**src/rtl/fetch_unit.sv**
```systemverilog
// rtl/fetch_unit.sv - non-overlapped instruction fetch stage with retired-instruction counter
module fetch_unit #(
    parameter logic [31:0] RESET_PC  = 32'h0000_0000,
    parameter logic [31:0] NOP_INSTR = 32'h0000_0013
) (
    input  logic        clk,
    input  logic        rst,
    input  logic        wb_valid,
    input  logic [31:0] wb_pc,
    output logic        imem_req_valid,
    input  logic        imem_req_ready,
    output logic [31:0] imem_req_addr,
    input  logic        imem_rsp_valid,
    input  logic [31:0] imem_rsp_data,
    input  logic        imem_rsp_err,
    output logic        o_valid,
    input  logic        o_ready,
    output logic [31:0] o_pc,
    output logic [31:0] o_instr,
    output logic        o_fault,
    output logic [31:0] instret,
    output logic        spurious_wb
);

    typedef enum logic [1:0] {
        S_FETCH,
        S_WAIT,
        S_ISSUE,
        S_RETIRE
    } state_t;

    state_t      r_state;
    state_t      w_next;
    logic [31:0] r_pc;
    logic [31:0] r_o_pc;
    logic [31:0] r_o_instr;
    logic        r_o_fault;
    logic [31:0] r_instret;
    logic        r_spurious;
    logic        w_misaligned;

    assign w_misaligned = |r_pc[1:0];

    always_ff @(posedge clk or negedge rst) begin
        if (!rst) begin
            r_state <= S_FETCH;
        end else begin
            r_state <= w_next;
        end
    end

    // The request is gated by rst so nothing is offered to memory while held in reset.
    always_comb begin
        w_next         = r_state;
        imem_req_valid = 1'b0;
        case (r_state)
            S_FETCH: begin
                if (w_misaligned) begin
                    w_next = S_ISSUE;
                end else begin
                    imem_req_valid = rst;
                    if (imem_req_ready) begin
                        w_next = S_WAIT;
                    end
                end
            end
            S_WAIT: begin
                if (imem_rsp_valid) begin
                    w_next = S_ISSUE;
                end
            end
            S_ISSUE: begin
                if (o_ready) begin
                    w_next = S_RETIRE;
                end
            end
            S_RETIRE: begin
                if (wb_valid) begin
                    w_next = S_FETCH;
                end
            end
            default: w_next = S_FETCH;
        endcase
    end

    always_ff @(posedge clk or negedge rst) begin
        if (!rst) begin
            r_pc       <= RESET_PC;
            r_o_pc     <= 32'h0;
            r_o_instr  <= 32'h0;
            r_o_fault  <= 1'b0;
            r_instret  <= 32'h0;
            r_spurious <= 1'b0;
        end else begin
            if (r_state == S_FETCH && w_misaligned) begin
                r_o_pc    <= r_pc;
                r_o_instr <= NOP_INSTR;
                r_o_fault <= 1'b1;
            end
            if (r_state == S_WAIT && imem_rsp_valid) begin
                r_o_pc    <= r_pc;
                r_o_instr <= imem_rsp_err ? NOP_INSTR : imem_rsp_data;
                r_o_fault <= imem_rsp_err;
            end
            // A commit outside RETIRE (including the decode-handshake cycle) is flagged, not applied.
            if (wb_valid) begin
                if (r_state == S_RETIRE) begin
                    r_pc      <= wb_pc;
                    r_instret <= r_instret + 32'd1;
                end else begin
                    r_spurious <= 1'b1;
                end
            end
        end
    end

    assign imem_req_addr = r_pc;
    assign o_valid       = (r_state == S_ISSUE);
    assign o_pc          = r_o_pc;
    assign o_instr       = r_o_instr;
    assign o_fault       = r_o_fault;
    assign instret       = r_instret;
    assign spurious_wb   = r_spurious;

endmodule

```
**config.mk**
```make
export PLATFORM = sky130hd
export DESIGN_NAME = fetch_unit
export DESIGN_NICKNAME = d
export VERILOG_FILES = /design/src/rtl/fetch_unit.sv
export SDC_FILE = /design/constraint.sdc
export NUM_CORES = 1
export LEC_CHECK = 0
export CAP_MARGIN = 20
export CELL_PAD_IN_SITES_DETAIL_PLACEMENT = 0
export CELL_PAD_IN_SITES_GLOBAL_PLACEMENT = 2
export CORE_ASPECT_RATIO = 1.4
export CORE_MARGIN = 2
export CORE_UTILIZATION = 29
export CTS_CLUSTER_DIAMETER = 200
export DETAILED_ROUTE_END_ITERATION = 16
export GPL_TIMING_DRIVEN = 0
export HOLD_SLACK_MARGIN = 0.15
export PLACE_DENSITY_LB_ADDON = 0.1
export SLEW_MARGIN = 20
export SYNTH_ARGS = -nofsm -noshare
export SYNTH_HDL_FRONTEND = slang
export SYNTH_SLANG_ARGS = --single-unit
```
**constraint.sdc**
```tcl
create_clock -name clk -period 4.12 [get_ports clk]
set_clock_uncertainty 0.05 [all_clocks]
set_input_delay 0.824 -clock clk [delete_from_list [all_inputs] [get_ports clk]]
set_output_delay 0.824 -clock clk [all_outputs]
set_load 0.01 [all_outputs]
```
==> report_table.html <==
<table>
<tr><th>Metric</th><th>Value</th></tr>
<tr><th colspan="2">Die</th></tr>
<tr><td>Horizontal die dimension</td><td>between 100 and 150 µm</td></tr>
<tr><td>Area of the core region</td><td>0.01785 mm²</td></tr>
<tr><td>Die ar.</td><td>0.01916 mm²</td></tr>
<tr><td>Initial Utilization</td><td>between 20% and 30%</td></tr>
<tr><td>Total number of placement rows</td><td>58</td></tr>
<tr><td>I/O pin count</td><td>203</td></tr>
<tr><td>Vert. Die Dim</td><td>163.0 µm</td></tr>
<tr><th colspan="2">Clock network</th></tr>
<tr><td>Sink Count</td><td>132</td></tr>
<tr><td>Total of hold buffers inserted after clock tree synthesis</td><td>0</td></tr>
<tr><td>Number of buffers added for setup after CTS</td><td>0</td></tr>
<tr><td>Number of buffers created by CTS</td><td>17</td></tr>
<tr><td>TritonCTS clock tree</td><td>done</td></tr>
<tr><td>Max clock buf depth</td><td>2</td></tr>
<tr><td>Clock Tree Root</td><td>sky130_fd_sc_hd__clkbuf_16</td></tr>
<tr><td>H-tree depth reported by CTS</td><td>4</td></tr>
<tr><td>Cts repair resizes</td><td>0</td></tr>
<tr><td>Worst-skew pair later-pin latency</td><td>between 0.4 and 0.5 ns</td></tr>
<tr><td>Clock-pin slew reported for the worst setup and hold paths after clock tree synthesis</td><td>0.06 ns</td></tr>
<tr><th colspan="2">Worst setup path</th></tr>
<tr><td>Highest net fanout along the worst path</td><td>84</td></tr>
<tr><td>CP required</td><td>3.25 ns</td></tr>
<tr><td>Critical Path Sink Type</td><td>output port</td></tr>
<tr><td>Worst reg2reg path depth</td><td>7</td></tr>
<tr><td>CP startpoint kind</td><td>input pin</td></tr>
<tr><td>Critical path class</td><td>in -&gt; out</td></tr>
<tr><td>Worst EP arrival</td><td>2.39 ns</td></tr>
<tr><td>Reg-to-reg slack, setup</td><td>2.16 ns</td></tr>
<tr><th colspan="2">Final layout</th></tr>
<tr><td>Sequential standard cell area</td><td>0.003303 mm²</td></tr>
<tr><td>Final Net Count</td><td>730</td></tr>
<tr><td>Multi-input logic area</td><td>0.001798 mm²</td></tr>
<tr><td>Antenna Diode Count</td><td>0</td></tr>
<tr><td>Layout Area Growth over Synthesis</td><td>57.84%</td></tr>
<tr><td>Final core area utilization</td><td>between 40% and 50%</td></tr>
<tr><td>Fraction of final layout cells with drive strength greater than 1</td><td>13.04%</td></tr>
<tr><td>Number of fillers in the final layout</td><td>1731</td></tr>
<tr><th colspan="2">Route</th></tr>
<tr><td>Detailed-route vias per instance</td><td>4.472</td></tr>
<tr><td>Count of TritonRoute iterations in the first routing pass</td><td>4</td></tr>
<tr><td>Detailed router's first-iteration violation count</td><td>175</td></tr>
<tr><td>Total via count in the routed design</td><td>4056</td></tr>
<tr><td>Total Wirelength</td><td>14390 µm</td></tr>
<tr><td>Drt wl/cell</td><td>roughly 16 µm</td></tr>
<tr><td>Final routed DRC violation total</td><td>0</td></tr>
<tr><td>Antenna-violating nets left</td><td>0</td></tr>
<tr><th colspan="2">STA</th></tr>
<tr><td>Final Slew Violations</td><td>0</td></tr>
<tr><td>Final number of setup-violating endpoints</td><td>0</td></tr>
<tr><td>Worst rel slew slack</td><td>64.97%</td></tr>
<tr><td>Fraction of the cycle the final worst path needs</td><td>around four fifths</td></tr>
<tr><td>Minimum period implied by the final worst setup slack</td><td>3.262 ns</td></tr>
<tr><td>Unrepaired setup endpoints after global routing</td><td>no</td></tr>
<tr><td>Slew at the pin with the worst max-slew slack</td><td>0.5255 ns</td></tr>
<tr><td>Final hold vios</td><td>0</td></tr>
<tr><td>Post-Route Hold Slack</td><td>0.2469 ns</td></tr>
<tr><td>Peak clock frequency supported by timing</td><td>306.6 MHz</td></tr>
<tr><th colspan="2">Yosys</th></tr>
<tr><td>Synth Net Count</td><td>508</td></tr>
<tr><td>Dominant synthesized flop cell</td><td>sky130_fd_sc_hd__dfrtp_1</td></tr>
<tr><td>Syn avg cell area</td><td>around 12 µm²</td></tr>
<tr><td>Synth Warn #</td><td>0</td></tr>
<tr><td>Count leader, synth</td><td>sky130_fd_sc_hd__dfrtp_1</td></tr>
<tr><td>Portion of the post-synthesis area used by sequential elements</td><td>roughly 63%</td></tr>
<tr><td>Share of flip-flops with an asynchronous set or reset after synthesis</td><td>100.0%</td></tr>
<tr><td>Leading cell types by count after synthesis</td><td>132 x sky130_fd_sc_hd__dfrtp_1, 108 x sky130_fd_sc_hd__nand2_1, 33 x sky130_fd_sc_hd__mux2_2</td></tr>
<tr><td>Synth area leaders</td><td>sky130_fd_sc_hd__dfrtp_1 63%, sky130_fd_sc_hd__nand2_1 7.7%, sky130_fd_sc_hd__mux2_2 7.1%</td></tr>
<tr><td>Cell type contributing the most total cell area after synthesis</td><td>sky130_fd_sc_hd__dfrtp_1</td></tr>
<tr><td>Proportion of netlist area held by the largest area contributor</td><td>63.10%</td></tr>
<tr><td>Synth cell types</td><td>31</td></tr>
<tr><td>Syn Inst Count</td><td>432</td></tr>
<tr><td>Count of flip-flops with a built-in enable after synthesis</td><td>0</td></tr>
<tr><td>Number of storage elements in the synthesis netlist</td><td>132</td></tr>
<tr><td>Total standard cell area after synthesis</td><td>0.005235 mm²</td></tr>
<tr><th colspan="2">GRT</th></tr>
<tr><td>First-pass GRT wire length</td><td>23160 µm</td></tr>
<tr><td>Fraction of met3 tracks used by global routing</td><td>3.676%</td></tr>
<tr><td>Pin count of the biggest net entering global routing</td><td>85</td></tr>
<tr><td>Total grt overflow</td><td>0</td></tr>
<tr><td>Number of global-route vias before repair</td><td>between 4k and 5k</td></tr>
<tr><td>Overall fraction of global-route tracks in use</td><td>15.56%</td></tr>
<tr><td>GR Layer Usage met2</td><td>26.13%</td></tr>
<tr><td>Antenna violations before repair</td><td>0</td></tr>
<tr><td>Highest-utilization routing layer at the global route stage</td><td>met2</td></tr>
<tr><td>GR Util met1</td><td>18.81%</td></tr>
<tr><th colspan="2">Min path</th></tr>
<tr><td>Worst min-delay path category</td><td>in -&gt; async</td></tr>
<tr><th colspan="2">Place</th></tr>
<tr><td>Post-detail-place hpwl</td><td>10390 µm</td></tr>
<tr><td>Number of port buffers</td><td>202</td></tr>
<tr><td>Placer Congestion</td><td>0.7508</td></tr>
<tr><th colspan="2">Run</th></tr>
<tr><td>Max-cap check violation count</td><td>0</td></tr>
<tr><th colspan="2">Power</th></tr>
<tr><td>Total power draw</td><td>~6200 µW</td></tr>
<tr><td>Pwr/cell area</td><td>750.0 mW/mm²</td></tr>
<tr><td>Standby leakage power</td><td>0.003680 µW</td></tr>
<tr><td>Maximum ir drop on the vdd rail</td><td>roughly 320 µV</td></tr>
<tr><th colspan="2">Status</th></tr>
<tr><td>Status</td><td>finished, final reports clean</td></tr>
</table>
## metal layers
| layer | up-vias | routed length, µm |
|---|---|---|
| met3 | 18 | 700 |
| met2 | 121 | 7270 |
| met1 | 1994 | 6089 |
| li1 | 1923 | - |
| met4 | 0 | 333 |
| met5 | - | 0 |
## cell usage in the layout, fill, tap and decap left out, types with 6 or more instances in the layout
| cell type | instances |
|---|---|
| sky130_fd_sc_hd__xnor2_1 | 28 |
| sky130_fd_sc_hd__bufinv_16 | 6 |
| sky130_fd_sc_hd__nor2_1 | 7 |
| sky130_fd_sc_hd__buf_2 | 14 |
| sky130_fd_sc_hd__nand4_1 | 14 |
| sky130_fd_sc_hd__dfrtp_1 | 132 |
| sky130_fd_sc_hd__mux2_2 | 33 |
| sky130_fd_sc_hd__nand3_1 | 9 |
| sky130_fd_sc_hd__clkdlybuf4s50_1 | 201 |
| sky130_fd_sc_hd__a22o_1 | 29 |
| sky130_fd_sc_hd__clkbuf_16 | 17 |
| sky130_fd_sc_hd__clkbuf_1 | 7 |
| sky130_fd_sc_hd__nand2_1 | 108 |
| sky130_fd_sc_hd__and3_1 | 11 |
## critical path: stages
cell                              delay [ns]
sky130_fd_sc_hd__buf_8                  0.30
sky130_fd_sc_hd__buf_16                 0.37
sky130_fd_sc_hd__and3_1                 0.23
sky130_fd_sc_hd__clkdlybuf4s50_1        0.55
## sequential cells by signal (all words and copies together), names as in the netlist
signal / count
instret: 32
o_instr: 32
imem_req_addr: 32
o_pc: 32
o_fault: 1
spurious_wb: 1
r_state: 2
## power breakdown
group | switching [µW] | internal, µW
registers | 318 | 1790
clock network | 572 | 1150
logic | 1050 | 1320
total | 1940 | 4260
## cell type report
type / count / area share (%)
sequential: 132 / 39.98
inverter: 5 / 0.2271
clock inverter: 13 / 2.786
buffer: 23 / 1.393
tap: 240 / 3.634
multi-input combinational: 272 / 21.76
clock buffer: 19 / 5.360
timing repair buffer: 203 / 24.86
## metrics by stage
| stage | instance area (µm²) | std cells | setup TNS, ns | setup slack, ns |
|---|---|---|---|---|
| floorplan | 5235 | 432 | 0 | 2.242 |
| global placement | 7557 | 874 | -443.44 | -3.823 |
| detailed placement | 7590 | 875 | 0 | 0.7956 |
| CTS | 8263 | 907 | 0 | 0.7976 |
| global route | 8263 | 907 | 0 | 0.6957 |
| finish | 8263 | 907 | 0 | 0.8580 |
## cells by family (layout without fill, tap and decap cells)
kind of cell,after synthesis,count (layout),share of synthesized area [%]
XOR/XNOR,31,31,5.187
flip-flops,132,132,63.10
adder cells (fa/ha/maj),5,5,1.195
AO/OA/AOI/OAI,38,38,6.214
multiplexers,33,33,7.099
buffers and inverters,28,263,2.557
AND/OR/NAND/NOR,165,165,14.65
## path summary, 6_finish.rpt
path	startpoint	to
setup reg to reg	r_state[1]$_DFFE_PN0P_	o_pc[26]$_DFFE_PN0P_
min in group clk	o_pc[5]$_DFFE_PN0P_	o_pc[5]$_DFFE_PN0P_
hold reg to reg	o_pc[5]$_DFFE_PN0P_	o_pc[5]$_DFFE_PN0P_
setup / recovery	rst	imem_req_valid
hold / removal	rst	o_pc[10]$_DFFE_PN0P_
max in group asynchronous	rst	o_pc[0]$_DFFE_PN0P_
No activity file was read; power rests on OpenSTA's default activity.
